File: config.mk
export PLATFORM = sky130hd
export DESIGN_NAME = sketch_ram_updater_flat
export DESIGN_NICKNAME = d
export VERILOG_FILES = /design/src/rtl/sketch_ram_updater_if.sv /design/src/rtl/sketch_ram_updater.sv /design/src/flat_wrapper.sv
export SDC_FILE = /design/constraint.sdc
export NUM_CORES = 1
export LEC_CHECK = 0
export ABC_AREA = 1
export CAP_MARGIN = 20
export CORE_MARGIN = 5
export CORE_UTILIZATION = 55
export CTS_BUF_LIST = sky130_fd_sc_hd__clkbuf_8 sky130_fd_sc_hd__clkbuf_16
export DETAILED_ROUTE_END_ITERATION = 8
export PLACE_DENSITY = 0.95
export SYNTH_ARGS = -nofsm -noshare
export SYNTH_HDL_FRONTEND = slang
export SYNTH_SLANG_ARGS = --single-unit
export TNS_END_PERCENT = 30
File: constraint.sdc
create_clock -name clk -period 27.6 [get_ports clk]
set_clock_uncertainty 0.2 [all_clocks]
set_input_delay 2.76 -clock clk [delete_from_list [all_inputs] [get_ports clk]]
set_output_delay 2.76 -clock clk [all_outputs]
set_load 0.02 [all_outputs]
File: src/rtl/sketch_ram_updater_if.sv
// rtl/sketch_ram_updater_if.sv - op request and result bus of the sketch counter updater
interface sketch_ram_updater_if #(
    parameter int DPW = 10,
    parameter int DW  = 64,
    parameter int IW  = 16
) ();
    logic           in_valid;
    logic           in_ready;
    logic [DPW-1:0] in_addr;
    logic [IW-1:0]  in_inc;
    logic           in_query;
    logic           out_valid;
    logic [DPW-1:0] out_addr;
    logic [DW-1:0]  out_data;

    modport master (
        output in_valid, in_addr, in_inc, in_query,
        input  in_ready, out_valid, out_addr, out_data
    );

    modport slave (
        input  in_valid, in_addr, in_inc, in_query,
        output in_ready, out_valid, out_addr, out_data
    );
endinterface

File: src/rtl/sketch_ram_updater.sv
// rtl/sketch_ram_updater.sv - RMW counter updater with forwarding and clear sweep; UPD_SATURATE_EN selects clamping
module sketch_ram_updater #(
    parameter int DPW = 10,
    parameter int DW  = 64,
    parameter int IW  = 16
) (
    input  logic           clk,
    input  logic           rst,
    sketch_ram_updater_if.slave up,
    input  logic           clear_start,
    output logic           clear_done,
    output logic           ram_wea,
    output logic [DPW-1:0] ram_addra,
    output logic [DW-1:0]  ram_dina,
    input  logic [DW-1:0]  ram_douta,
    output logic           ram_web,
    output logic [DPW-1:0] ram_addrb,
    output logic [DW-1:0]  ram_dinb,
    input  logic [DW-1:0]  ram_doutb
);
    typedef enum logic [1:0] {IDLE, DRAIN, CLEAR} state_t;

    state_t         state;
    logic [DPW:0]   sweep;
    logic           s1_valid, s1_query;
    logic [IW-1:0]  s1_inc;
    logic           s2_valid, s2_query;
    logic [DPW-1:0] s2_addr;
    logic [IW-1:0]  s2_inc;
    logic           s3_query;
    logic           lw_valid;
    logic [DPW-1:0] lw_addr;
    logic [DW-1:0]  lw_data;
    logic [DW-1:0]  base, sum, result;
    logic [DW:0]    wide;
    logic           accept, pipe_empty;
    logic           unused_doutb;

    assign ram_wea      = 1'b0;
    assign ram_dina     = '0;
    assign unused_doutb = ^ram_doutb;
    assign accept       = up.in_valid && up.in_ready;
    assign pipe_empty   = !s1_valid && !s2_valid && !up.out_valid;

    // The S3 write lands on the edge after the S2 read, and the last-written
    // register covers the write that landed on the same edge as that read.
    always_comb begin
        base = ram_douta;
        if (up.out_valid && !s3_query && up.out_addr == s2_addr)
            base = up.out_data;
        else if (lw_valid && lw_addr == s2_addr)
            base = lw_data;
        wide = {1'b0, base} + {{(DW + 1 - IW){1'b0}}, s2_inc};
`ifdef UPD_SATURATE_EN
        sum = wide[DW] ? {DW{1'b1}} : wide[DW-1:0];
`else
        sum = wide[DW-1:0];
`endif
        result = s2_query ? base : sum;
    end

    always_ff @(posedge clk or posedge rst) begin
        if (rst) begin
            state        <= IDLE;
            sweep        <= '0;
            up.in_ready  <= 1'b0;
            up.out_valid <= 1'b0;
            up.out_addr  <= '0;
            up.out_data  <= '0;
            clear_done   <= 1'b0;
            ram_addra    <= '0;
            ram_web      <= 1'b0;
            ram_addrb    <= '0;
            ram_dinb     <= '0;
            s1_valid     <= 1'b0;
            s1_query     <= 1'b0;
            s1_inc       <= '0;
            s2_valid     <= 1'b0;
            s2_query     <= 1'b0;
            s2_addr      <= '0;
            s2_inc       <= '0;
            s3_query     <= 1'b0;
            lw_valid     <= 1'b0;
            lw_addr      <= '0;
            lw_data      <= '0;
        end else begin
            clear_done <= 1'b0;
            s1_valid   <= accept;
            if (accept) begin
                ram_addra <= up.in_addr;
                s1_inc    <= up.in_inc;
                s1_query  <= up.in_query;
            end
            s2_valid     <= s1_valid;
            s2_addr      <= ram_addra;
            s2_inc       <= s1_inc;
            s2_query     <= s1_query;
            up.out_valid <= s2_valid;
            if (s2_valid) begin
                up.out_addr <= s2_addr;
                up.out_data <= result;
                s3_query    <= s2_query;
            end
            // Sweep writes never feed the bypass; it reads as empty after a clear.
            lw_valid  <= ram_web && state != CLEAR;
            lw_addr   <= ram_addrb;
            lw_data   <= ram_dinb;
            ram_web   <= s2_valid && !s2_query;
            ram_addrb <= s2_addr;
            ram_dinb  <= sum;
            case (state)
                IDLE: begin
                    up.in_ready <= 1'b1;
                    if (clear_start) begin
                        state       <= DRAIN;
                        up.in_ready <= 1'b0;
                    end
                end
                DRAIN: begin
                    if (pipe_empty) begin
                        state <= CLEAR;
                        sweep <= '0;
                    end
                end
                CLEAR: begin
                    if (sweep[DPW]) begin
                        state       <= IDLE;
                        up.in_ready <= 1'b1;
                        clear_done  <= 1'b1;
                    end else begin
                        ram_web   <= 1'b1;
                        ram_addrb <= sweep[DPW-1:0];
                        ram_dinb  <= '0;
                        sweep     <= sweep + 1'b1;
                    end
                end
                default: state <= IDLE;
            endcase
        end
    end
endmodule

File: src/flat_wrapper.sv
// flat-port wrapper written by rule: the top's interface ports become plain ports
module sketch_ram_updater_flat 
#(
    parameter int DPW = 10,
    parameter int DW  = 64,
    parameter int IW  = 16
)
  (clk, rst, clear_start, clear_done, ram_wea, ram_addra, ram_dina, ram_douta, ram_web, ram_addrb, ram_dinb, ram_doutb, up_in_valid, up_in_addr, up_in_inc, up_in_query, up_in_ready, up_out_valid, up_out_addr, up_out_data);
  sketch_ram_updater_if #(.DPW(DPW), .DW(DW), .IW(IW)) up_i ();
  input  logic clk;
  input  logic rst;
  input  logic clear_start;
  output logic clear_done;
  output logic ram_wea;
  output logic [DPW-1:0] ram_addra;
  output logic [DW-1:0] ram_dina;
  input  logic [DW-1:0] ram_douta;
  output logic ram_web;
  output logic [DPW-1:0] ram_addrb;
  output logic [DW-1:0] ram_dinb;
  input  logic [DW-1:0] ram_doutb;
  input wire logic [$bits(up_i.in_valid)-1:0] up_in_valid;
  input wire logic [$bits(up_i.in_addr)-1:0] up_in_addr;
  input wire logic [$bits(up_i.in_inc)-1:0] up_in_inc;
  input wire logic [$bits(up_i.in_query)-1:0] up_in_query;
  output wire logic [$bits(up_i.in_ready)-1:0] up_in_ready;
  output wire logic [$bits(up_i.out_valid)-1:0] up_out_valid;
  output wire logic [$bits(up_i.out_addr)-1:0] up_out_addr;
  output wire logic [$bits(up_i.out_data)-1:0] up_out_data;
  assign up_i.in_valid = up_in_valid;
  assign up_i.in_addr = up_in_addr;
  assign up_i.in_inc = up_in_inc;
  assign up_i.in_query = up_in_query;
  assign up_in_ready = up_i.in_ready;
  assign up_out_valid = up_i.out_valid;
  assign up_out_addr = up_i.out_addr;
  assign up_out_data = up_i.out_data;
  sketch_ram_updater #(.DPW(DPW), .DW(DW), .IW(IW)) u_core (.clk(clk), .rst(rst), .up(up_i), .clear_start(clear_start), .clear_done(clear_done), .ram_wea(ram_wea), .ram_addra(ram_addra), .ram_dina(ram_dina), .ram_douta(ram_douta), .ram_web(ram_web), .ram_addrb(ram_addrb), .ram_dinb(ram_dinb), .ram_doutb(ram_doutb));
endmodule
==> reports/metrics.yaml <==
cts_buffers: 31
p_sw_share_pct: 29.7
antenna_found_initial: 1
numPortBuffers: 256
critPathMostFrequentCell: "nand2_1"
rrSetupSlack_ns: 21.50
end_kind: "flip-flop"
total_power_mw: 1.12
pre_cts_slack_ns: 21.17
crit_type: "flip-flop to flip-flop"
p_leak_nw: 9.83
async_flop_share_pct: 100
grt_pass1_wl_um: 82700
clk_latency_ns: 0.57
wl_per_cell_um: 19.5
fin_cells: 2679
coreArea_mm2: 0.0289
overflow: 0
crit_buf_inv: 2
hold_depth: 0
yosys-top-cells-count: "539 x nand2_1, 297 x dfrtp_1, 232 x inv_1"
combPwrFrac_pct: 19.4
num_rows: 62
placed_cell_area_mm2: 0.0187
yosysMostFrequentCell: "nand2_1"
p_sw_mw: 0.333
routabilityCongestion: 0.935
rsz0062_at_grt: "no"
ys.flop_type: "dfrtp_1"
synth_top_area_share_pct: 45.9
yosys.area_share.simple_pct: 32.1
hold_class: "flip-flop to flip-flop"
crit_family: "simple AND/OR/NAND/NOR gates"
htreeDepth: 1
synth.avg_cell_area_um2: 7.90
root_buffer: "clkbuf_16"
hold_buffers: 0
track_usage_pct: 31.0
drive_gt1_share_pct: 9.50
grt_start_max_net_pins: 187
cts-resized-gates: 0
clkPwrFrac_pct: 37.8
synth_top_cells_by_area: "dfrtp_1 46%, nand2_1 13%, nand3_1 6.0%"
fin_crit_sh_pct: 22.1
routed_wl_um: 52300
cp_data_arrival_time_ns: 6.35
peakVddDrop_v: 0.0000459
ys_seq_area_share_pct: 45.9
hold_end: "u_core.s2_inc[3]$_DFF_PP0_"
synthXorXnorAreaFrac_pct: 2.00
reg2reg_from: "u_core.s2_addr[2]$_DFF_PP0_"
timing.fmax_ghz: 0.164
ioPinCount: 386
synth_top_family_by_area: "simple AND/OR/NAND/NOR gates"
max_slew_margin_pct: 22.8
dieArea_mm2: 0.0329
r2r_end: "u_core.up.out_data[56]$_DFFE_PP0P_"
fp.dieW_um: 182
drc: 0
min_from: "u_core.s1_inc[3]$_DFFE_PP0P_"
clock-sinks: 297
hold_violations: 0
dpl.hpwl_um: 36700
cp.required_ns: 27.85
synthMuxAreaShare_pct: 0
final_core_util_pct: 68.4
first_pass_iters: 6
ys_types: 45
dpl.cell_count: 2622
rr_worst_depth: 26
worst_slew_pin_slew_ns: 1.15
drt_iter0_markers: 1530
num_vias: 15034
cts_tree: "built"
seq_power_share_pct: 42.8
synth-compound-area-share_pct: 6.88
final_cell_area_mm2: 0.0197
synthCells: 2047
synth_edf_count: 0
drtAntennaViolNets: 0
area_growth_pct: 21.9
die_h_um: 182
synth_top_area_cell: "dfrtp_1"
synth_area_mm2: 0.0162
outcome: "completed"
cts_buffer_depth: 3
start_util_pct: 56.1
multi_input_area_mm2: 0.00718
postCtsSetupBuffers: 0
hold_ws_ns: 0.171
clk_pin_slew_worst_paths_ns: 0.06
post-route-min-period_ns: 6.10
critical_path.max_fanout: 54
fin_nets: 2453
setup_ws_ns: 21.50
maxCapViolCount: 0
power_density_mw_per_mm2: 56.9
p_int_mw: 0.789
critPathLaunchType: "flip-flop"
yosysWarningCount: 0
slew_viol_final: 0
grt_pass1_vias: 15350
nFillCells: 2261
regArea_mm2: 0.00743
crit_path_top_delay_cell: "inv_4"
setup_viol: 0
cpPeakStageDelay_ns: 0.87
ys_ff_latch: 297
synthAdderAreaFrac_pct: 1.82
viasPerCell: 5.61
finalSetupTns_ns: 0
-- how the worst max path moves through the flow --
stage / from / to / slack, ns / cells past startpoint
finish: u_core.s2_addr[2]$_DFF_PP0_ / u_core.up.out_data[56]$_DFFE_PP0P_ / 21.50 / 26
global route: u_core.s2_addr[2]$_DFF_PP0_ / u_core.ram_dinb[56]$_DFF_PP0_ / 21.10 / 26
CTS: u_core.s2_addr[2]$_DFF_PP0_ / u_core.ram_dinb[56]$_DFF_PP0_ / 21.63 / 26
detailed placement: ram_douta[0] / u_core.ram_dinb[56]$_DFF_PP0_ / 21.17 / 22
global placement: ram_douta[0] / u_core.ram_dinb[56]$_DFF_PP0_ / 21.21 / 22
floorplan: rst / u_core.clear_done$_DFF_PP0_ / 16.44 / 1
-- cells by family (layout without fill, tap and decap cells) --
group | after synthesis | in the layout
AO/OA/AOI/OAI | 175 | 175
XOR/XNOR | 36 | 36
adder cells (fa/ha/maj) | 23 | 23
buffers and inverters | 391 | 574
flip-flops | 297 | 297
other | 1 | 66
AND/OR/NAND/NOR | 1124 | 1124
-- cell usage in the layout, fill, tap and decap left out, types with 4 or more instances in the layout --
cell type / n
nor3_1: 9
and2_1: 8
nand4_1: 24
nand2_4: 5
buf_4: 8
nand3_1: 193
inv_2: 20
conb_1: 65
nor2_2: 28
dfrtp_1: 296
or2_2: 17
nand3_2: 22
o21bai_1: 18
clkdlybuf4s50_1: 256
clkbuf_16: 31
o21ai_0: 39
xor2_1: 15
xnor2_1: 20
ha_1: 22
nand3b_1: 15
o221ai_1: 19
clkinv_2: 5
bufinv_16: 4
nor2_1: 198
nand2_1: 538
nor2_4: 19
nand2_2: 38
o22ai_1: 44
a21oi_1: 30
inv_1: 240
a211oi_1: 16
-- layer usage --
| metal | up-vias | global-route usage, % | share of wire (%) |
|---|---|---|---|
| met5 | - | 0 | 0 |
| met4 | 0 | 13.0 | 4.7 |
| met3 | 177 | 5.08 | 8.9 |
| met2 | 866 | 54.3 | 49 |
| met1 | 7181 | 38.2 | 37 |
| li1 | 6810 | - | - |
-- flip-flops by register name, indices dropped and copies added, names as in the netlist, 2 cells and up --
name / cells
u_core.lw_addr: 10
u_core.lw_data: 64
u_core.ram_addra: 10
u_core.ram_addrb: 10
u_core.ram_dinb: 64
u_core.s1_inc: 16
u_core.s2_addr: 10
u_core.s2_inc: 16
u_core.state: 2
u_core.sweep: 11
u_core.up.out_addr: 10
u_core.up.out_data: 64
-- worst reg2reg max path: stages, from the launching register on --
cell and delay [ns]:
dfrtp_1 0.42, xnor2_1 0.35, nand3_1 0.11, nor2_1 0.18, nand3_4 0.76, inv_4 0.88, a211oi_1 0.11, or2_2 0.33
inv_1 0.07, ha_1 0.18, fa_1 0.22, nand3_1 0.09, nand2_1 0.13, nand2_1 0.08, nand3_1 0.16, nand2_1 0.07
nand2_1 0.13, nand2_1 0.07, nand2_1 0.11, a21o_1 0.28, nand2_1 0.15, nor2_2 0.16, nand2_2 0.17, nor2_2 0.21
nand3_1 0.18, nand3_1 0.15, nand2_1 0.06
-- final cells by class --
type / count / share of cell area, %
sequential: 297 / 37.7
multi-input combinational: 1423 / 36.4
timing repair buffer: 265 / 13.4
inverter: 253 / 4.86
clock buffer: 34 / 4.14
tap: 384 / 2.44
clock inverter: 22 / 1.07
antenna: 1 / 0.0127
-- power by group through the flow --
stage          registers (mW)  clock network (mW)  logic [mW]
6_report                0.480               0.424       0.218
5_1_grt                 0.482               0.445       0.236
4_1_cts                 0.480               0.427       0.217
3_5_place_dp            0.487                   0       0.215
3_3_place_gp            0.486                   0       0.209
2_1_floorplan           0.504                   0       0.116
(Power assumes the default switching activity.)
